## src/rtl/pipe_pkg.sv

```systemverilog
// Shared types for the pipeline bus arbiter: FSM states, requester IDs, bubble opcode.
// Pure declarations; no timing or flow control of its own.
package pipe_pkg;

    typedef enum logic [1:0] {
        S_RESET = 2'd0,
        S_FLUSH = 2'd1,
        S_RUN   = 2'd2
    } arb_state_t;

    typedef enum logic [1:0] {
        REQ_NONE  = 2'd0,
        REQ_FETCH = 2'd1,
        REQ_DATA  = 2'd2,
        REQ_DMA   = 2'd3
    } req_id_t;

    // Opcode the Pipeline loads into stage 0 when FetchBubble is high.
    localparam logic [7:0] NOP_OPCODE = 8'h00;

endpackage

```

## src/rtl/pipe_burst_limiter.sv

```systemverilog
// Counts consecutive DMA grants and reports whether another one may go ahead of fetch.
// Registered counter, combinational dma_ok_o; clears on a fetch grant or an idle DMA cycle.
module pipe_burst_limiter #(
    parameter int DMA_MAX_BURST = 4
) (
    input  logic clk_i,
    input  logic rst_i,
    input  logic dma_req_i,
    input  logic gnt_dma_i,
    input  logic gnt_fetch_i,
    output logic dma_ok_o
);

    localparam int CNT_W = $clog2(DMA_MAX_BURST + 1);
    localparam logic [CNT_W-1:0] CNT_MAX = CNT_W'(DMA_MAX_BURST);

    logic [CNT_W-1:0] burst_cnt_q;
    logic [CNT_W-1:0] burst_cnt_d;

    // A data grant neither advances nor clears the count, so the limit survives stage-2 traffic.
    always_comb begin
        burst_cnt_d = burst_cnt_q;
        if (gnt_fetch_i || !dma_req_i) begin
            burst_cnt_d = '0;
        end else if (gnt_dma_i && (burst_cnt_q != CNT_MAX)) begin
            burst_cnt_d = burst_cnt_q + 1'b1;
        end
    end

    always_ff @(posedge clk_i) begin
        if (rst_i) begin
            burst_cnt_q <= '0;
        end else begin
            burst_cnt_q <= burst_cnt_d;
        end
    end

    assign dma_ok_o = (burst_cnt_q < CNT_MAX);

endmodule

```

## src/rtl/pipeline_bus_arbiter.sv

```systemverilog
// Shares the 8-bit memory bus between stage-2 data, DMA and stage-0 fetch; flushes the pipe after reset.
// Zero-latency grant/strobe; losers simply see no grant, fetch gets FetchBubble/PcHold.
module pipeline_bus_arbiter
    import pipe_pkg::*;
#(
    parameter int ADDR_W        = 16,
    parameter int FLUSH_CYCLES  = 3,
    parameter int DMA_MAX_BURST = 4
) (
    input  logic              ClockIn,
    input  logic              ResetIn,
    input  logic              FetchReq,
    input  logic [ADDR_W-1:0] FetchAddr,
    input  logic              DataReq,
    input  logic              DataWrite,
    input  logic [ADDR_W-1:0] DataAddr,
    input  logic [7:0]        DataWData,
    input  logic              DmaReq,
    input  logic              DmaWrite,
    input  logic [ADDR_W-1:0] DmaAddr,
    input  logic [7:0]        DmaWData,
    output logic              GntFetch,
    output logic              GntData,
    output logic              GntDma,
    output logic [ADDR_W-1:0] MemAddr,
    output logic [7:0]        MemWData,
    output logic              MemWE,
    output logic              MemRE,
    output logic              FetchBubble,
    output logic              PcHold
);

    localparam int FC_W = $clog2(FLUSH_CYCLES + 1);
    localparam logic [FC_W-1:0] FLUSH_LAST = FC_W'(FLUSH_CYCLES - 1);

    arb_state_t      state_q, state_d;
    logic [FC_W-1:0] flush_cnt_q, flush_cnt_d;
    req_id_t         grant;
    logic            dma_ok;

    always_ff @(posedge ClockIn) begin
        if (ResetIn) begin
            state_q     <= S_RESET;
            flush_cnt_q <= '0;
        end else begin
            state_q     <= state_d;
            flush_cnt_q <= flush_cnt_d;
        end
    end

    always_comb begin
        state_d     = state_q;
        flush_cnt_d = flush_cnt_q;
        grant       = REQ_NONE;
        case (state_q)
            S_RESET: begin
                state_d     = S_FLUSH;
                flush_cnt_d = '0;
            end
            S_FLUSH: begin
                // Pipeline is empty, so only DMA can use the bus; no fetch to protect yet.
                if (DmaReq) begin
                    grant = REQ_DMA;
                end
                if (flush_cnt_q == FLUSH_LAST) begin
                    state_d     = S_RUN;
                    flush_cnt_d = '0;
                end else begin
                    flush_cnt_d = flush_cnt_q + 1'b1;
                end
            end
            S_RUN: begin
                if (DataReq) begin
                    grant = REQ_DATA;
                end else if (DmaReq && (dma_ok || !FetchReq)) begin
                    grant = REQ_DMA;
                end else if (FetchReq) begin
                    grant = REQ_FETCH;
                end
            end
            default: state_d = S_RESET;
        endcase
        // Reset kills any access in the very cycle it is raised.
        if (ResetIn) begin
            grant = REQ_NONE;
        end
    end

    pipe_burst_limiter #(
        .DMA_MAX_BURST(DMA_MAX_BURST)
    ) u_burst (
        .clk_i      (ClockIn),
        .rst_i      (ResetIn),
        .dma_req_i  (DmaReq),
        .gnt_dma_i  (grant == REQ_DMA),
        .gnt_fetch_i(grant == REQ_FETCH),
        .dma_ok_o   (dma_ok)
    );

    always_comb begin
        MemAddr  = '0;
        MemWData = '0;
        MemWE    = 1'b0;
        MemRE    = 1'b0;
        case (grant)
            REQ_FETCH: begin
                MemAddr = FetchAddr;
                MemRE   = 1'b1;
            end
            REQ_DATA: begin
                MemAddr  = DataAddr;
                MemWE    = DataWrite;
                MemRE    = !DataWrite;
                MemWData = DataWrite ? DataWData : 8'h00;
            end
            REQ_DMA: begin
                MemAddr  = DmaAddr;
                MemWE    = DmaWrite;
                MemRE    = !DmaWrite;
                MemWData = DmaWrite ? DmaWData : 8'h00;
            end
            default: ;
        endcase
    end

    assign GntFetch    = (grant == REQ_FETCH);
    assign GntData     = (grant == REQ_DATA);
    assign GntDma      = (grant == REQ_DMA);
    assign FetchBubble = !GntFetch;
    assign PcHold      = FetchBubble;

endmodule

```

## config.mk

```make
export PLATFORM = sky130hd
export DESIGN_NAME = pipeline_bus_arbiter
export DESIGN_NICKNAME = d
export VERILOG_FILES = /design/src/rtl/pipe_pkg.sv /design/src/rtl/pipe_burst_limiter.sv /design/src/rtl/pipeline_bus_arbiter.sv
export SDC_FILE = /design/constraint.sdc
export NUM_CORES = 1
export LEC_CHECK = 0
export BUFFER_PORTS_ARGS = -buffer_cell sky130_fd_sc_hd__buf_2
export CAP_MARGIN = 20
export CORE_MARGIN = 5
export CORE_UTILIZATION = 43
export DETAILED_ROUTE_END_ITERATION = 6
export PLACE_DENSITY = 0.84
export SETUP_SLACK_MARGIN = 0.15
export SLEW_MARGIN = 20
export SYNTH_ARGS = -nofsm -noshare
export SYNTH_HDL_FRONTEND = slang
export SYNTH_HIERARCHICAL = 1
export SYNTH_SLANG_ARGS = --single-unit
```

## constraint.sdc

```tcl
create_clock -name ClockIn -period 3.1 [get_ports ClockIn]
set_input_delay 0.465 -clock ClockIn [delete_from_list [all_inputs] [get_ports ClockIn]]
set_output_delay 0.465 -clock ClockIn [all_outputs]
set_load 0.02 [all_outputs]
```

# Yosys cells after proc, flatten, opt, wreduce, memory -nomap -nowiden

Index checks and enable logic that the tools add are counted.

$add $sub $neg: 2
Magnitude comparators: 1
Eq/ne operators: 8
Mux-type cells: 16
Bitwise gates (word level): 1
Reductions and logical operators: 13

Operators with widths:

| cell                                                                  | count |
|---|---|
| 16-bit case mux with 3 select lines                                   | 1 |
| 8-bit two-way mux                                                     | 2 |
| 8-bit case mux with 2 select lines                                    | 1 |
| 2-bit two-way mux                                                     | 6 |
| 2-bit equality test, second input constant                            | 4 |
| 2-bit case mux with 2 select lines                                    | 2 |
| 2-bit case mux with 3 select lines                                    | 1 |
| 1-bit zero test                                                       | 5 |
| 2-bit by 1-bit equality test with 1-bit output, second input constant | 2 |
| 3-bit by 1-bit adder with 3-bit output, second input constant         | 1 |
| 3-bit less-than comparator, second input constant                     | 1 |
| 3-bit != test, second input constant                                  | 1 |
| 1-bit case mux with 3 select lines                                    | 1 |
| 2-bit by 1-bit adder with 2-bit output, second input constant         | 1 |
| 1-bit logical AND                                                     | 2 |
| 2-bit zero test                                                       | 1 |
| 1-bit logical OR                                                      | 2 |
| 2-bit != test, second input constant                                  | 1 |
| 1-bit case mux with 2 select lines                                    | 1 |
| 2-bit AND reduction                                                   | 1 |
| 2-bit nonzero test                                                    | 1 |
| 2-bit OR reduction                                                    | 1 |
| 1-bit two-way mux                                                     | 1 |
| 1-bit NOT                                                             | 1 |

Register bits after elaboration: 7
Input bits: 71
Output and inout port bits: 31

# Longest topological paths before layout

Gate-level depths: netlist (run 1).

Word-level depth: 10
Mapped depth: 10
Mapped depth without buffers: 8

# Modules after synthesis

Netlist (run 1), hierarchy kept.

By module, submodules not included:

| module               | times used | cells an instance | area each (um2) | sequential area each (um2) |
|---|---|---|---|---|
| pipeline_bus_arbiter | 1          | 133               | 1,078.5         | 80.1 |
| pipe_burst_limiter   | 1          | 19                | 203.9           | 60.1 |

# Worst setup path after synthesis (run 1)

OpenSTA, ideal clock, no wires.

Path kind: register to register
Start: register state_q[0]
End: register u_burst.burst_cnt_q[0]
Library setup time: 0.121 ns
Arrival time: 2.126 ns
Required time: 2.979 ns
Setup slack: 0.853 ns
Cell stages (with the launch flop): 10
Clock period less this slack: 2.247 ns
Path through: dfxtp_1 > inv_1 > ha_1 > nor2b_2 > buf_2 > nand2_2 > buf_6 > a21oi_2 > a21boi_2 > mux2_2

RTL lines:

| item                                                                                         | RTL line                   | source |
|---|---|---|
| from (decl)                                                                                  | pipeline_bus_arbiter.sv:36 | `arb_state_t state_q, state_d;` |
| from (signal assigned)                                                                       | pipeline_bus_arbiter.sv:46 | `state_q <= state_d;` |
| 2-bit equality test / 2-bit by 1-bit equality test with 1-bit output (equally long branches) | pipeline_bus_arbiter.sv:55 | `case (state_q)` |
| 2-bit case mux with 2 select lines (*)                                                       | pipeline_bus_arbiter.sv:55 |  |
| 2-bit two-way mux (*)                                                                        | pipeline_bus_arbiter.sv:84 | `if (ResetIn) begin` |
| 2-bit equality test (*)                                                                      | --                         |  |
| net GntDma                                                                                   | pipeline_bus_arbiter.sv:24 | `output logic GntDma,` |
| 1-bit logical AND (*)                                                                        | pipe_burst_limiter.sv:25   | `end else if (gnt_dma_i && (burst_cnt_q != CNT_MAX)) begin` |
| to (signal assigned)                                                                         | pipe_burst_limiter.sv:34   | `burst_cnt_q <= burst_cnt_d;` |
| to (decl)                                                                                    | pipe_burst_limiter.sv:17   | `logic [CNT_W-1:0] burst_cnt_q;` |

Mark *: on every way through the listed nets, which the timed path passes. The rest lies on a longest branch.
A chain may end at the register's enable or synchronous reset.

# Worst setup path in the final report (run 1)

Start: register state_q[0]
End: output port GntFetch

Cells in the longest elaborated chain, start to end: 4

Ends and longest elaborated chain:

| item                                                                                         | RTL line                    | source |
|---|---|---|
| 2-bit equality test / 2-bit by 1-bit equality test with 1-bit output (equally long branches) | pipeline_bus_arbiter.sv:55  |  |
| 2-bit case mux with 2 select lines (*)                                                       | pipeline_bus_arbiter.sv:55  |  |
| 2-bit two-way mux (*)                                                                        | pipeline_bus_arbiter.sv:84  |  |
| 2-bit by 1-bit equality test with 1-bit output (*)                                           | pipeline_bus_arbiter.sv:126 | `assign GntFetch = (grant == REQ_FETCH);` |
| to (decl)                                                                                    | pipeline_bus_arbiter.sv:22  | `output logic GntFetch,` |

Mark *: on every way between the ends. The rest lies on a longest branch, timed or not.

==> impl_metrics.tcl, run 1 <==
set metrics [dict create \
    status "complete, no violations" \
    routed_wl_um 3890 \
    critPathTopFamily "compound AO/OA/AOI/OAI gates" \
    cp.required_ns 2.63 \
    fin_nets 325 \
    setup_violations 0 \
    gr-total-overflow 0 \
    ir_worst_vdd_mv 0.321 \
    min_period_over_period_pct 90.0 \
    synth-xor-area-share_pct 0 \
    slew_headroom_pct 60.8 \
    clock_latency_ns 0.26 \
    synth-seq-area-share_pct 10.9 \
    synth-simple-area-share_pct 23.6 \
    fmax_mhz 359 \
    drc 0 \
    ant_nets 0 \
    cts.sinks 7 \
    grt_max_degree 19 \
    p_leak_nw 0.823 \
    start_util_pct 45.7 \
    cp_max_fo 18 \
    arrival_ns 2.32 \
    vias 1475 \
    postSynthAreaPerCell_sq_um 8.44 \
    cts_post_setup_buffers_inserted 0 \
    rows 19 \
    coreArea_sq_um 2810 \
    hpwl_um 3220 \
    grt_setup_unrepaired "no" \
    final_common_cell "buf_2" \
    max_stage_delay_ns 0.50 \
    cts_tree "built" \
    cts_hold_buf 0 \
    num_io_pins 102 \
    worstPathCellList "inv_1 > ha_1 > nor2b_4 > o21a_2 > o21ai_4 > nor2_1 > buf_2" \
    synth_top_family_by_area "compound AO/OA/AOI/OAI gates" \
    grt_pass1_wl_um 6350 \
    ys_seq_elements 7 \
    final_cell_area_sq_um 1780 \
    synth-warning-count 6 \
    syn_inst 152 \
    crit_buf_inv 2 \
    final_hold_viol_count 0 \
    synthAdderAreaFrac_pct 6.83 \
    ys_types 42 \
    layout_common_cells "buf_2 (101), nand2_1 (19), mux2i_1 (18)" \
    cts-htree-levels 1 \
    path_clk_slew_ns 0.06 \
    startpoint "state_q[0]$_SDFFE_PP0P_" \
    via_per_inst 5.32 \
    crit_type "register to output port" \
    gp_congestion 0.777 \
    wire_per_inst_um 14.1 \
    skew_ns 0.00830 \
    r2r_start "state_q[0]$_SDFFE_PP0P_" \
    synth_compound_area_share_pct 33.4 \
    cts_buffers 3 \
    worst_pin_slew_ns 0.585 \
    endpoint_kind "output port" \
    fin_crit_ns 2.79 \
    antennaDiodeCount 0 \
    fin_tns_setup_ns 0 \
    maxCapViolCount 0 \
    drive_gt1_share_pct 57.3 \
    grt_pass1_vias 1509 \
    worstHoldStart "flush_cnt_q[1]$_SDFFE_PP0P_" \
    die_w_um 64.6 \
    place_area_sq_um 1750 \
    n_fill_cell 249 \
    portBuffers 101 \
    die-height_um 64.6 \
    root_buffer "clkbuf_4" \
    antenna_found_initial 0 \
    die_area_sq_um 4170 \
    drtPass1Iterations 4 \
    syn_to_final_growth_pct 38.8 \
    groute.usage.overall_pct 18.2 \
    cp_slowest_cell "o21ai_4" \
    start_kind "register" \
    p_per_area_nw_per_um2 508 \
    muxShareOfSynthArea_pct 15.8 \
    hp-class "register to register" \
    synth_nets 230 \
    first_iter_violations 87 \
    slew_violations 0 \
    clk_path_buf_depth 2 \
    synth_area_sq_um 1280 \
]
==> sequential cells by signal, indices dropped and copies added (netlist names) <==
register             flops
state_q                  2
flush_cnt_q              2
u_burst/burst_cnt_q      3
==> per-stage QoR <==
| stage | setup slack [ns] | total power [mW] | util (%) | std cells | hold WS (ns) |
|---|---|---|---|---|---|
| 3_5_place_dp | 0.567 | 0.819 | 62.3 | 273 | 0.481 |
| 2_1_floorplan | 0.853 | 0.694 | - | 152 | 0.447 |
| 5_1_grt | 0.161 | 0.982 | 63.5 | 277 | 0.505 |
| 3_3_place_gp | 0.577 | 0.810 | 62.3 | 273 | 0.469 |
| 6_report | 0.311 | 0.905 | 63.5 | 277 | 0.485 |
| 4_1_cts | 0.282 | 0.906 | 63.2 | 277 | 0.489 |
==> metal layers <==
| metal | track usage [%] | vias up | share of wire [%] |
|---|---|---|---|
| met3 | 6.22 | 4 | 9.9 |
| met4 | 2.64 | 0 | 0.85 |
| met5 | 0 | - | 0 |
| met1 | 21.1 | 637 | 41 |
| met2 | 32.9 | 73 | 48 |
| li1 | - | 761 | - |
==> cell type report <==
type / instances / area (sq um) / share of cell area (%)
multi-input combinational: 126 / 1030 / 57.8
timing repair buffer: 104 / 528 / 29.7
sequential: 7 / 140 / 7.87
tap: 31 / 38.8 / 2.18
clock buffer: 4 / 26.3 / 1.48
inverter: 5 / 18.8 / 1.05
==> worst min-delay path, stage by stage (launching register included) <==
cell and delay, ns:
dfxtp_1 0.33, nand2_1 0.06, a21oi_1 0.05
==> where the power goes <==
part / internal [mW] / switching (mW)
sequential: 0.107 / 0.0143
combinational: 0.285 / 0.414
clock: 0.0493 / 0.0355
total: 0.441 / 0.464
==> what timing repair did <==
action / in CTS / in global routing
endpoints found under the setup margin: 0 / 8
resized for setup: 0 / 1
endpoints found under the hold margin: 0 / 0
==> synth_stat cells <==
cell type  instances  area [sq um]
dfxtp_1            7           140
and4b_1            1          10.0
clkbuf_2           1          5.00
buf_6              3          33.8
o21ai_0            1          5.00
o2bb2ai_1          1          8.76
a22oi_1            2          15.0
nor4b_1            1          8.76
nand2_1           19          71.3
mux2i_1           18           180
nand3_2            1          10.0
mux2_2             2          22.5
and4bb_1           3          37.5
nand2_2            1          6.26
nor2b_2            1          8.76
o22ai_2           10           125
o21a_2             1          8.76
nand3_1            1          5.00
a21boi_2           1          11.3
buf_2              6          30.0
and2_4             1          8.76
o21ai_4            2          32.5
buf_4              2          15.0
buf_8              1          15.0
inv_1              5          18.8
nand3b_1           1          7.51
a21oi_1            3          15.0
nor2b_4            1          13.8
buf_1              1          3.75
a22oi_2            1          12.5
ha_1               7          87.6
nand4_1            8          50.1
a21oi_2           10          87.6
o22ai_1            6          37.5
nor3_1             1          5.00
or2_2              1          6.26
nand2b_1           3          18.8
nor2b_1            1          6.26
nor4_1             1          6.26
o211ai_1           8          60.1
nor2_1             6          22.5
o21ai_2            1          8.76
==> worst paths after layout <==
kind / endpoint / slack (ns) / cells after the start
worst min-delay path: flush_cnt_q[1]$_SDFFE_PP0P_ / 0.49 / 2
worst max-delay path: GntFetch / 0.31 / 7
worst min register to register: flush_cnt_q[1]$_SDFFE_PP0P_ / 0.49 / 2
worst max register to register: u_burst/burst_cnt_q[0]$_SDFFE_PP0P_ / 0.65 / 8
==> cells by family after synthesis <==
| kind of cell | count (synthesis) |
|---|---|
| DFF | 7 |
| and+or+nand+nor | 52 |
| AOI/OAI and AO/OA | 47 |
| buffers and inverters | 19 |
| muxes | 20 |
| adders and majority gates | 7 |
Power figures use the tool's default switching activity.
==> inputs of run 2 (changes only) <==
--- a/config.mk
+++ b/config.mk
@@ -8,9 +8,9 @@
 export BUFFER_PORTS_ARGS = -buffer_cell sky130_fd_sc_hd__buf_2
 export CAP_MARGIN = 20
 export CORE_MARGIN = 5
-export CORE_UTILIZATION = 43
+export CORE_UTILIZATION = 35
 export DETAILED_ROUTE_END_ITERATION = 6
-export PLACE_DENSITY = 0.84
+export PLACE_DENSITY = 0.7
 export SETUP_SLACK_MARGIN = 0.15
 export SLEW_MARGIN = 20
 export SYNTH_ARGS = -nofsm -noshare
==> run 2 against run 1 <==
Against the previous run:
- die area is 19% higher
- sequential share of layout area is 0.29 points lower
- via count is 1.1% higher
- sequential power is essentially flat
- power up 5.3%
- critical path type unchanged
- highest routed layer unchanged
==> impl_metrics.tcl, run 2 (synthesis gave the netlist of run 1 again) <==
set metrics [dict create \
    status "complete, no violations" \
    regMostFlops "u_burst/burst_cnt_q" \
    start_kind "register" \
    grt_max_degree 19 \
    grt_pass1_vias 1416 \
    cp.required_ns 2.63 \
    worstPathCellList "inv_1 > ha_1 > nand2_1 > o21ai_4 > buf_4 > mux2i_1 > o22ai_2 > buf_2" \
    gr-total-overflow 0 \
    clk_path_buf_depth 2 \
    endpoint_kind "output port" \
    routed_wl_um 3910 \
    fin_nets 327 \
    cp.depth 8 \
    startpoint "state_q[0]$_SDFFE_PP0P_" \
    grt_pass1_wl_um 6200 \
    r2r_cells 8 \
    first_iter_violations 41 \
    drtPass1Iterations 4 \
    layout_common_cells "buf_2 (101), nand2_1 (19), mux2i_1 (18)" \
    gp_congestion 0.801 \
    grt_setup_unrepaired "no" \
    antennaDiodeCount 0 \
    critPathTopFamily "buffers and inverters" \
    vias 1491 \
    drc 0 \
    root_buffer "clkbuf_8" \
    whs_ns 0.474 \
    max_stage_delay_ns 0.42 \
    n_fill_cell 361 \
    cts-htree-levels 1 \
    cp_slowest_cell "o21ai_4" \
    drive_gt1_share_pct 57.7 \
    hpwl_um 3170 \
    r2r_setup_slack_ns 0.62 \
    crit_buf_inv 3 \
    min_period_over_period_pct 87.2 \
    die_w_um 70.5 \
    num_io_pins 102 \
    p_leak_nw 0.846 \
    r2r_start "state_q[0]$_SDFFE_PP0P_" \
    start_util_pct 35.6 \
    crit_type "register to output port" \
    cts_buffers 3 \
    rows 22 \
    slew_violations 0 \
    worst_pin_slew_ns 0.489 \
    final_hold_viol_count 0 \
    place_area_sq_um 1770 \
    die_area_sq_um 4970 \
    wire_per_inst_um 13.2 \
    cts.sinks 7 \
    cts_tree "built" \
    coreArea_sq_um 3610 \
    multi_input_area_sq_um 1030 \
    ir_worst_vdd_mv 0.194 \
    place_inst 290 \
    antenna_found_initial 0 \
    setup_violations 0 \
    r2r-end "u_burst/burst_cnt_q[1]$_SDFFE_PP0P_" \
    hold_depth 2 \
    p_per_area_nw_per_um2 515 \
    maxCapViolCount 0 \
    path_clk_slew_ns 0.04 \
    fmax_mhz 370 \
    fin_tns_setup_ns 0 \
    ant_nets 0 \
    fin_crit_ns 2.70 \
    clock_latency_ns 0.22 \
    groute.usage.overall_pct 14.5 \
    skew_ns 0.00269 \
    via_per_inst 5.04 \
    cp_max_fo 11 \
    syn_to_final_growth_pct 44.1 \
    layout.cells.non_filler 296 \
    portBuffers 101 \
    top_regs "u_burst/burst_cnt_q (3), flush_cnt_q (2), state_q (2)" \
    utilization_pct 51.2 \
    cts_hold_buf 0 \
    slew_headroom_pct 67.3 \
    final_common_cell "buf_2" \
    final_cell_area_sq_um 1850 \
    arrival_ns 2.24 \
    crit_end "MemAddr[5]" \
    seq_area_sq_um 140 \
    largest_register_ffs 3 \
    die-height_um 70.5 \
    hp-class "register to register" \
]
[run 2: cell count changes in the layout (fill, tap and decap cells not counted), sizes merged]
cell and delta:
buf +2
[run 2: timing repair]
| action | 4_1_cts | 5_1_grt |
|---|---|---|
| gates resized for setup | 0 | 1 |
| setup buffers | 0 | 2 |
| setup endpoints to repair | 0 | 8 |
[run 2: how the worst min path moves through the flow]
stage,slack [ns],to,from
4_1_cts,0.48,flush_cnt_q[1]$_SDFFE_PP0P_,flush_cnt_q[1]$_SDFFE_PP0P_
2_1_floorplan,0.45,flush_cnt_q[1]$_SDFFE_PP0P_,flush_cnt_q[1]$_SDFFE_PP0P_
5_1_grt,0.52,flush_cnt_q[1]$_SDFFE_PP0P_,flush_cnt_q[1]$_SDFFE_PP0P_
3_3_place_gp,0.47,flush_cnt_q[1]$_SDFFE_PP0P_,flush_cnt_q[1]$_SDFFE_PP0P_
3_5_place_dp,0.48,flush_cnt_q[1]$_SDFFE_PP0P_,flush_cnt_q[1]$_SDFFE_PP0P_
6_report,0.47,flush_cnt_q[1]$_SDFFE_PP0P_,flush_cnt_q[1]$_SDFFE_PP0P_
[run 2: layout make-up]
type | instances | area share [%]
timing repair buffer | 106 | 30.1
multi-input combinational | 126 | 55.7
sequential | 7 | 7.58
tap | 48 | 3.25
inverter | 5 | 1.02
clock buffer | 4 | 2.44
[run 2: metrics by stage]
step                setup slack (ns)  power, mW
global route                   0.225       1.03
CTS                            0.278      0.948
floorplan                      0.853      0.694
finish                         0.398      0.952
detailed placement             0.509      0.822
global placement               0.568      0.813
[run 2: worst reg2reg max path, cell delays in order (launching register included)]
cell and delay [ns]:
dfxtp_1 0.32, inv_1 0.11, ha_1 0.25, nand2_1 0.11, o21ai_4 0.42, nand2_2 0.31, a21oi_2 0.25, a21boi_2 0.25
mux2_2 0.35
[run 2: where the power goes]
| group | total, mW | switching [mW] | internal [mW] |
|---|---|---|---|
| Combinational | 0.709 | 0.415 | 0.293 |
| Sequential | 0.121 | 0.0141 | 0.107 |
| Clock | 0.122 | 0.0338 | 0.0885 |
| Total | 0.952 | 0.463 | 0.489 |
[run 2: routing by layer]
layer,track usage (%),wire length (um)
met3,4.97,433
met5,0,0
met2,25.4,1850
met1,17.9,1610
met4,1.67,12
